--- config.mk ---
export PLATFORM = sky130hd
export DESIGN_NAME = branch_predict_resolve_flat
export DESIGN_NICKNAME = d
export VERILOG_FILES = /design/src/rtl/branch_predict_resolve_if.sv /design/src/rtl/branch_predict_resolve.sv /design/src/flat_wrapper.sv
export SDC_FILE = /design/constraint.sdc
export NUM_CORES = 1
export LEC_CHECK = 0
export ABC_AREA = 0
export ABC_CLOCK_PERIOD_IN_PS = 11800
export CAP_MARGIN = 20
export CORE_ASPECT_RATIO = 0.8
export CORE_MARGIN = 2
export CORE_UTILIZATION = 50
export CTS_CLUSTER_SIZE = 30
export DETAILED_ROUTE_END_ITERATION = 8
export HOLD_SLACK_MARGIN = 0.02
export PLACE_DENSITY = 0.77
export SLEW_MARGIN = 20
export SYNTH_ARGS = -nofsm -noshare
export SYNTH_HDL_FRONTEND = slang
export SYNTH_SLANG_ARGS = --single-unit
--- constraint.sdc ---
create_clock -name clk -period 11.8 [get_ports clk]
set_clock_uncertainty 0.05 [all_clocks]
set_input_delay 3.54 -clock clk [delete_from_list [all_inputs] [get_ports clk]]
set_output_delay 3.54 -clock clk [all_outputs]
set_load 0.005 [all_outputs]
--- src/rtl/branch_predict_resolve_if.sv ---
// branch_predict_resolve_if: IF lookup and ID resolve signals of the branch unit
interface branch_predict_resolve_if #(
  parameter int DATA_W = 16,
  parameter int PC_W   = 16,
  parameter int CNT_W  = 16
);
  logic [PC_W-1:0]   if_pc;
  logic              if_pred_taken;
  logic [PC_W-1:0]   if_pred_target;
  logic              id_valid;
  logic              id_stall;
  logic              id_branch;
  logic              id_jump;
  logic [1:0]        id_cond;
  logic [DATA_W-1:0] id_data;
  logic [PC_W-1:0]   id_pc;
  logic [PC_W-1:0]   id_target;
  logic              id_pred_taken;
  logic [PC_W-1:0]   id_pred_target;
  logic [2:0]        pc_src;
  logic              if_flush;
  logic [CNT_W-1:0]  branch_cnt;
  logic [CNT_W-1:0]  mispred_cnt;
  modport master (
    output if_pc, id_valid, id_stall, id_branch, id_jump, id_cond, id_data,
           id_pc, id_target, id_pred_taken, id_pred_target,
    input  if_pred_taken, if_pred_target, pc_src, if_flush, branch_cnt, mispred_cnt
  );
  modport slave (
    input  if_pc, id_valid, id_stall, id_branch, id_jump, id_cond, id_data,
           id_pc, id_target, id_pred_taken, id_pred_target,
    output if_pred_taken, if_pred_target, pc_src, if_flush, branch_cnt, mispred_cnt
  );
endinterface

--- src/rtl/branch_predict_resolve.sv ---
// branch_predict_resolve: BTB-based branch predictor with ID-stage resolution and redirect
module branch_predict_resolve #(
  parameter int DATA_W = 16,
  parameter int PC_W   = 16,
  parameter int IDX_W  = 3,
  parameter int CNT_W  = 16
) (
  input logic clk,
  input logic rst_n,
  branch_predict_resolve_if.slave bus
);
  localparam int N     = 1 << IDX_W;
  localparam int TAG_W = PC_W - IDX_W - 1;
  logic [N-1:0]      vld;
  logic [TAG_W-1:0]  tag [N];
  logic [PC_W-1:0]   tgt [N];
  logic [1:0]        ctr [N];
  logic [IDX_W-1:0]  if_idx, id_idx;
  logic [TAG_W-1:0]  if_tag, id_tag;
  logic              if_hit, id_hit, taken, jump_ev, resolve, mis_t, mis_n, mispred;
  logic              unused_pc_lsb;
  assign unused_pc_lsb = bus.if_pc[0] ^ bus.id_pc[0];
  assign if_idx = bus.if_pc[IDX_W:1];
  assign if_tag = bus.if_pc[PC_W-1:IDX_W+1];
  assign id_idx = bus.id_pc[IDX_W:1];
  assign id_tag = bus.id_pc[PC_W-1:IDX_W+1];
  // IF lookup: combinational, sees the entry as it stood before this cycle's update
  always_comb begin
    if_hit = vld[if_idx] && (tag[if_idx] == if_tag);
    bus.if_pred_taken = rst_n && if_hit && ctr[if_idx][1];
    bus.if_pred_target = bus.if_pred_taken ? tgt[if_idx] : '0;
  end
  // ID resolution: condition evaluation, misprediction detection, next-PC select
  always_comb begin
    id_hit = vld[id_idx] && (tag[id_idx] == id_tag);
    taken = bus.id_cond[1] ? (bus.id_data[DATA_W-1] ^ bus.id_cond[0])
                           : ((bus.id_data == '0) ^ bus.id_cond[0]);
    jump_ev = bus.id_valid && !bus.id_stall && bus.id_jump;
    resolve = bus.id_valid && !bus.id_stall && bus.id_branch && !bus.id_jump;
    mis_t = taken && (!bus.id_pred_taken || (bus.id_pred_target != bus.id_target));
    mis_n = !taken && bus.id_pred_taken;
    mispred = resolve && (mis_t || mis_n);
    bus.pc_src = !rst_n ? 3'b001 :
                 jump_ev ? (bus.id_cond[0] ? 3'b010 : 3'b100) :
                 !resolve ? 3'b001 :
                 mis_t ? 3'b011 :
                 mis_n ? 3'b101 : 3'b001;
    bus.if_flush = rst_n && (jump_ev || mispred);
  end
  // BTB training: strengthen/retarget on hit, allocate weakly-taken on taken miss
  always_ff @(posedge clk or negedge rst_n) begin
    if (!rst_n) begin
      vld <= '0;
      for (int i = 0; i < N; i++) begin
        tag[i] <= '0;
        tgt[i] <= '0;
        ctr[i] <= 2'b00;
      end
    end else if (resolve) begin
      if (id_hit) begin
        ctr[id_idx] <= taken ? (ctr[id_idx] == 2'b11 ? 2'b11 : ctr[id_idx] + 2'd1)
                             : (ctr[id_idx] == 2'b00 ? 2'b00 : ctr[id_idx] - 2'd1);
        if (taken) tgt[id_idx] <= bus.id_target;
      end else if (taken) begin
        vld[id_idx] <= 1'b1;
        tag[id_idx] <= id_tag;
        tgt[id_idx] <= bus.id_target;
        ctr[id_idx] <= 2'b10;
      end
    end
  end
  // Statistics: saturating branch and mispredict counters
  always_ff @(posedge clk or negedge rst_n) begin
    if (!rst_n) begin
      bus.branch_cnt <= '0;
      bus.mispred_cnt <= '0;
    end else begin
      if (resolve && !(&bus.branch_cnt)) bus.branch_cnt <= bus.branch_cnt + 1'b1;
      if (mispred && !(&bus.mispred_cnt)) bus.mispred_cnt <= bus.mispred_cnt + 1'b1;
    end
  end
endmodule

--- src/flat_wrapper.sv ---
// flat-port wrapper written by rule: the top's interface ports become plain ports
module branch_predict_resolve_flat 
#(
  parameter int DATA_W = 16,
  parameter int PC_W   = 16,
  parameter int IDX_W  = 3,
  parameter int CNT_W  = 16
)
  (clk, rst_n, bus_if_pc, bus_id_valid, bus_id_stall, bus_id_branch, bus_id_jump, bus_id_cond, bus_id_data, bus_id_pc, bus_id_target, bus_id_pred_taken, bus_id_pred_target, bus_if_pred_taken, bus_if_pred_target, bus_pc_src, bus_if_flush, bus_branch_cnt, bus_mispred_cnt);
  branch_predict_resolve_if #(.DATA_W(DATA_W), .PC_W(PC_W), .CNT_W(CNT_W)) bus_i ();
  input logic clk;
  input logic rst_n;
  input wire logic [$bits(bus_i.if_pc)-1:0] bus_if_pc;
  input wire logic [$bits(bus_i.id_valid)-1:0] bus_id_valid;
  input wire logic [$bits(bus_i.id_stall)-1:0] bus_id_stall;
  input wire logic [$bits(bus_i.id_branch)-1:0] bus_id_branch;
  input wire logic [$bits(bus_i.id_jump)-1:0] bus_id_jump;
  input wire logic [$bits(bus_i.id_cond)-1:0] bus_id_cond;
  input wire logic [$bits(bus_i.id_data)-1:0] bus_id_data;
  input wire logic [$bits(bus_i.id_pc)-1:0] bus_id_pc;
  input wire logic [$bits(bus_i.id_target)-1:0] bus_id_target;
  input wire logic [$bits(bus_i.id_pred_taken)-1:0] bus_id_pred_taken;
  input wire logic [$bits(bus_i.id_pred_target)-1:0] bus_id_pred_target;
  output wire logic [$bits(bus_i.if_pred_taken)-1:0] bus_if_pred_taken;
  output wire logic [$bits(bus_i.if_pred_target)-1:0] bus_if_pred_target;
  output wire logic [$bits(bus_i.pc_src)-1:0] bus_pc_src;
  output wire logic [$bits(bus_i.if_flush)-1:0] bus_if_flush;
  output wire logic [$bits(bus_i.branch_cnt)-1:0] bus_branch_cnt;
  output wire logic [$bits(bus_i.mispred_cnt)-1:0] bus_mispred_cnt;
  assign bus_i.if_pc = bus_if_pc;
  assign bus_i.id_valid = bus_id_valid;
  assign bus_i.id_stall = bus_id_stall;
  assign bus_i.id_branch = bus_id_branch;
  assign bus_i.id_jump = bus_id_jump;
  assign bus_i.id_cond = bus_id_cond;
  assign bus_i.id_data = bus_id_data;
  assign bus_i.id_pc = bus_id_pc;
  assign bus_i.id_target = bus_id_target;
  assign bus_i.id_pred_taken = bus_id_pred_taken;
  assign bus_i.id_pred_target = bus_id_pred_target;
  assign bus_if_pred_taken = bus_i.if_pred_taken;
  assign bus_if_pred_target = bus_i.if_pred_target;
  assign bus_pc_src = bus_i.pc_src;
  assign bus_if_flush = bus_i.if_flush;
  assign bus_branch_cnt = bus_i.branch_cnt;
  assign bus_mispred_cnt = bus_i.mispred_cnt;
  branch_predict_resolve #(.DATA_W(DATA_W), .PC_W(PC_W), .IDX_W(IDX_W), .CNT_W(CNT_W)) u_core (.clk(clk), .rst_n(rst_n), .bus(bus_i));
endmodule
Word-level counts from Yosys, hierarchy flattened
Index checks and enable logic that the tools add are counted.
{ "word_totals": {"register_bits": 280, "input_bits": 89, "out_inout_bits": 53, "wordCells": 126} }
{ "classes": {"add_sub_neg": 4, "n_lt_le_gt_ge": 6, "eq_ne": 4, "mux": 43, "bitwise_logic": 9, "n_reduce_logical": 33} }
{ "op_table": {"columns": ["op", "n"], "rows": [
  ["bitwise mux 128 bit", 1],
  ["bitwise mux 96 bit", 1],
  ["2-to-1 mux 16 bit", 6],
  ["binary-select mux 12 bit (select 3 bit)", 2],
  ["2-to-1 mux 12 bit", 5],
  ["binary-select mux 16 bit (select 3 bit)", 1],
  ["demux 16 bit (select 3 bit)", 1],
  ["demux 12 bit (select 3 bit)", 1],
  ["adder 16 x 1 -> 16 bit, second input constant", 2],
  ["AND reduction 16 bit", 2],
  ["== test 12 bit", 2],
  ["2-to-1 mux 3 bit", 6],
  ["bitwise mux 16 bit", 1],
  ["logical AND 1 bit", 16],
  ["zero test 16 bit", 1],
  ["2-to-1 mux 2 bit", 8],
  ["!= test 16 bit", 1],
  ["bitwise OR 8 bit", 2],
  ["binary-select mux 2 bit (select 3 bit)", 2],
  ["AND 8 bit", 1],
  ["greater-or-equal comparator 4 bit, second input constant", 2],
  ["less-than comparator 3 x 4 -> 1 bit, second input constant", 2],
  ["inverter 3 -> 4 bit", 2],
  ["inverter 8 bit", 1],
  ["17 further kinds", 30]
]} }

Longest topological paths before layout
{ "logic_depth": {"word_depth": 10, "depth_mapped": 13, "ltp_nobuf": 7} }

Worst setup path before layout
Ideal clock, no wire load.
{ "synth_timing": {"kind": "input-to-output", "from": "in bus_if_pc[1]", "to": "out bus_if_pred_target[10]", "arrival_time_ns": 5.762, "t_required_ns": 8.210, "slack_ns": 2.448, "path_stages": 8, "path_buffers": 2, "path_cell_list": "buf_1 > mux4_2 > mux2i_1 > xnor2_1 > nor4_1 > nand4_1 > clkbuf_1 > nor2_1"} }
{ "synth_between": {"elab_chain_len": 9, "word_cells_on_any_way": 17, "cone_classes": "eq/ne: 1; mux: 12; bitwise: 1; reduce/logical: 3"} }
{ "synth_lines": {"columns": ["element", "line_no", "source"], "rows": [
  ["start: declaration", "flat_wrapper.sv:13", "input wire logic [$bits(bus_i.if_pc)-1:0] bus_if_pc;"],
  ["inverter 3 -> 4 bit (implied by the code)", "branch_predict_resolve.sv:29, branch_predict_resolve.sv:30, branch_predict_resolve.sv:31", null],
  ["binary-select mux 12 bit (select 3 bit)", "branch_predict_resolve.sv:29", "if_hit = vld[if_idx] && (tag[if_idx] == if_tag);"],
  ["2-to-1 mux 12 bit (implied by the code) (2 in a row)", "branch_predict_resolve.sv:29", null],
  ["== test 12 bit", "branch_predict_resolve.sv:29", null],
  ["logical AND 1 bit", "branch_predict_resolve.sv:29", null],
  ["logical AND 1 bit (2 in a row)", "branch_predict_resolve.sv:30", "bus.if_pred_taken = rst_n && if_hit && ctr[if_idx][1];"],
  ["2-to-1 mux 16 bit *", "branch_predict_resolve.sv:31", "bus.if_pred_target = bus.if_pred_taken ? tgt[if_idx] : '0;"],
  ["end: declaration", "flat_wrapper.sv:25", "output wire logic [$bits(bus_i.if_pred_target)-1:0] bus_if_pred_target;"]
]} }
Every way passes the cells marked *; elsewhere a longest branch is shown, timed or not. The select of a mux whose other input is x is not followed.

Worst setup path in the final report
{ "layout_timing": {"from": "in bus_if_pc[1]", "to": "out bus_if_pred_target[12]"} }
Same word-level chain as after synthesis.

==> results.sh <==
export IMPL_rrSetupSlack_ns=8.50
export IMPL_p_comb_share_pct=14.9
export IMPL_post_cts_buffers=0
export IMPL_ant_nets=0
export IMPL_drt_iter0_markers=618
export IMPL_synth_common_cells="280 x dfrtp_1, 213 x mux2_2, 67 x mux4_2"
export IMPL_ctsResizeCount=0
export IMPL_wl_per_cell_microns=21.70
export IMPL_synth_area_sq_um=14670
export IMPL_grt_max_degree=197
export IMPL_met3_wirelength_mm=2.247
export IMPL_fp_dieW_microns=195.5
export IMPL_overflow=0
export IMPL_slowest_stage="nand4_1"
export IMPL_max_slew_margin_pct=24.10
export IMPL_antenna_found_initial=0
export IMPL_drt_met1_wl_mm=15.79
export IMPL_max_slew_worst_pin_slew_ns=1.139
export IMPL_tritoncts="yes"
export IMPL_finalCriticalPeriod_ns=10.76
export IMPL_layout_drive_gt1_share_pct=32.55
export IMPL_worstPathMaxFanout=27
export IMPL_clk_path_buf_depth=3
export IMPL_cp_data_required_time_ns=8.21
export IMPL_num_antenna_cells=0
export IMPL_cts_root_buf="clkbuf_16"
export IMPL_initial_utilization_pct=50.43
export IMPL_yosys_warnings=0
export IMPL_yosys_area_top_type="dfrtp_1"
export IMPL_p_int_mw=1.761
export IMPL_power_total_mw=2.363
export IMPL_layoutNonFillerInstCount=1606
export IMPL_grt_pass1_wl_mm=56.42
export IMPL_cts_hold_buf=0
export IMPL_pre_cts_slack_ns=1.029
export IMPL_cp_arrival_ns=7.17
export IMPL_r2r_start="u_core.tag[20]"
export IMPL_drc=0
export IMPL_yosysSeqAreaShare_pct=47.78
export IMPL_finalHoldViolations=0
export IMPL_seqCellArea_sq_um=7007
export IMPL_p_sw_share_pct=25.46
export IMPL_rr_worst_depth=8
export IMPL_via_per_inst=5.994
export IMPL_finalWirelength_mm=34.85
export IMPL_n_fill_cell=2204
export IMPL_setup_ws_ns=1.043
export IMPL_nets=1302
export IMPL_fmax_ghz=0.09296
export IMPL_fin_crit_sh_pct=91.16
export IMPL_r2r_end="u_core.tag[86]"
export IMPL_rsz0062_at_grt="false"
export IMPL_cts_sinks=280
export IMPL_worst_setup_path_start_kind="primary input"
export IMPL_slowest_delay_ns=0.68
export IMPL_coreArea_sq_um=29080
export IMPL_synth_enable_flop_cells=0
export IMPL_ios=142
export IMPL_die_area_sq_um=30720
export IMPL_die_h_microns=157.2
export IMPL_grt_usage_pct=23.46
export IMPL_slew_viol_final=0
export IMPL_hp_class="flip-flop to flip-flop"
export IMPL_syn_avg_cell_area_sq_um=13.22
export IMPL_cp_common_cell="buf_4"
export IMPL_crit_path_end_kind="primary output"
export IMPL_leakage_nw=7.716
export IMPL_synth_most_common_cell="dfrtp_1"
export IMPL_ys_top_cells_by_area="dfrtp_1 48%, mux2_2 16%, mux4_2 10%, mux2i_1 3.3%, mux2_4 2.8%"
export IMPL_htree_levels=1
export IMPL_dr_pass1_iters=4
export IMPL_synth_top_area_share_pct=47.78
export IMPL_maxCapViolCount=0
export IMPL_tns_ns=0
export IMPL_clock_latency_ns=0.55
export IMPL_portBuffers=139
export IMPL_clkTransAtPathRegs_ns=0.06
export IMPL_grt_pass1_vias=10140
export IMPL_p_clk_share_pct=37.8
export IMPL_path_class="primary input to primary output"
export IMPL_vias=9626
export IMPL_synth_seq_cells=280
export IMPL_peakVddDrop_uv=126.1
export IMPL_multi_input_area_sq_um=7234
export IMPL_rows=56
export IMPL_p_switching_mw=0.6016
export IMPL_crit_path_end="bus_if_pred_target[12]"
export IMPL_hpwl_mm=22.04
export IMPL_path_cells="buf_4 > mux4_2 > mux2i_1 > xnor2_1 > nor4_1 > nand4_1 > buf_4 > nor2_1 > clkdlybuf4s50_1"
export IMPL_setup_viol=0
export IMPL_crit_start="bus_if_pc[1]"
export IMPL_async_flop_share_pct=100.0
export IMPL_dp_cells=1556
export IMPL_power_density_nw_per_um2=137.2
export IMPL_cts_buffers=29
export IMPL_syn_inst=1109
export IMPL_yosys_most_used_dff="dfrtp_1"
export IMPL_syn_to_final_growth_pct=17.40
export IMPL_highest_layer="met4"
export IMPL_gp_congestion=0.8296
export IMPL_synth_cell_type_count=58
export IMPL_power_frac_seq_pct=47.3
export IMPL_syn_nets=1200
export IMPL_met2_length_mm=16.21
export IMPL_outcome="completed"
## power groups by stage
| stage | clock network, mW | logic [mW] | registers [mW] |
|---|---|---|---|
| 2_1_floorplan | 0 | 0.231 | 1.11 |
| 6_report | 0.893 | 0.351 | 1.12 |
| 3_5_place_dp | 0 | 0.351 | 1.13 |
| 5_1_grt | 0.951 | 0.384 | 1.13 |
| 3_3_place_gp | 0 | 0.341 | 1.13 |
| 4_1_cts | 0.907 | 0.353 | 1.12 |
## registers in the layout (all words and copies together) (netlist names)
register,flops
u_core.bus.branch_cnt,16
u_core.bus.mispred_cnt,16
u_core.tgt,128
u_core.vld,8
u_core.ctr,16
u_core.tag,96
## how the worst min path moves through the flow
stage | start | endpoint | slack [ns] | cells after the start
6_report | u_core.bus.branch_cnt[11] | u_core.bus.branch_cnt[11] | 0.44 | 1
5_1_grt | u_core.bus.mispred_cnt[10] | u_core.bus.mispred_cnt[10] | 0.46 | 1
4_1_cts | u_core.bus.branch_cnt[11] | u_core.bus.branch_cnt[11] | 0.44 | 1
3_5_place_dp | u_core.bus.mispred_cnt[8] | u_core.bus.mispred_cnt[8] | 0.43 | 1
3_3_place_gp | u_core.vld[5] | u_core.vld[5] | 0.43 | 1
2_1_floorplan | u_core.vld[5] | u_core.vld[5] | 0.41 | 1
## worst max-delay path, delay by kind of cell
family	cells	cell delay, ns
simple gates	3	1.17
mux	2	0.93
buf+inv	3	1.40
xor+xnor	1	0.11
## metrics by stage
step | util [%] | hold WS [ns] | instance area (sq um)
2_1_floorplan | - | 0.4053 | 14670
3_3_place_gp | 55.91 | 0.4262 | 16260
4_1_cts | 59.06 | 0.4441 | 17170
3_5_place_dp | 55.91 | 0.4294 | 16260
6_report | 59.21 | 0.4440 | 17220
5_1_grt | 59.21 | 0.4622 | 17220
## per-layer routing
metal / vias up / global-route usage, %
li1: 4294 / -
met1: 4979 / 33.23
met2: 312 / 37.84
met3: 41 / 4.585
met4: 0 / 5.271
met5: - / 0
## layout make-up
cell class	count	share of cell area, %
Clock buffer	33	4.477
Clock inverter	16	0.8430
Inverter	3	0.06541
Multi-Input combinational cell	736	42.02
Sequential cell	280	40.70
Tap cell	377	2.740
Timing Repair Buffer	161	9.157
## placed cells by master (no fill, tap or decap), types with 4 or more instances in the layout
| master | netlist | routed |
|---|---|---|
| a211oi_1 | 16 | 16 |
| a21o_1 | 8 | 8 |
| a21oi_4 | 3 | 5 |
| a221oi_1 | 6 | 6 |
| and2_1 | 4 | 4 |
| and3_1 | 8 | 8 |
| buf_4 | 3 | 21 |
| clkbuf_16 | 0 | 29 |
| clkdlybuf4s50_1 | 0 | 134 |
| clkinv_2 | 0 | 9 |
| dfrtp_1 | 280 | 280 |
| mux2_2 | 213 | 213 |
| mux2_4 | 27 | 27 |
| mux2i_1 | 48 | 48 |
| mux4_2 | 67 | 67 |
| nand2_1 | 47 | 47 |
| nand3_1 | 41 | 41 |
| nand4_1 | 18 | 18 |
| nor2_1 | 49 | 49 |
| nor2b_1 | 7 | 7 |
| nor3_1 | 16 | 15 |
| nor3b_1 | 4 | 4 |
| nor4_1 | 9 | 9 |
| o21ai_0 | 14 | 14 |
| o22ai_1 | 11 | 11 |
| or2_2 | 6 | 6 |
| xnor2_1 | 40 | 40 |
| xor2_1 | 27 | 27 |
## cell families (layout without fill, tap and decap cells)
group           after synthesis  count (layout)  synth area share, %
mux                         358             358                32.92
simple gates                229             229                8.011
fa+ha+maj                     4               4               0.3071
xor+xnor                     67              67                4.001
compound gates               78              78                3.959
flops                       280             280                47.78
buf+inv                      93             213                3.029
Power figures use the tool's default switching activity.
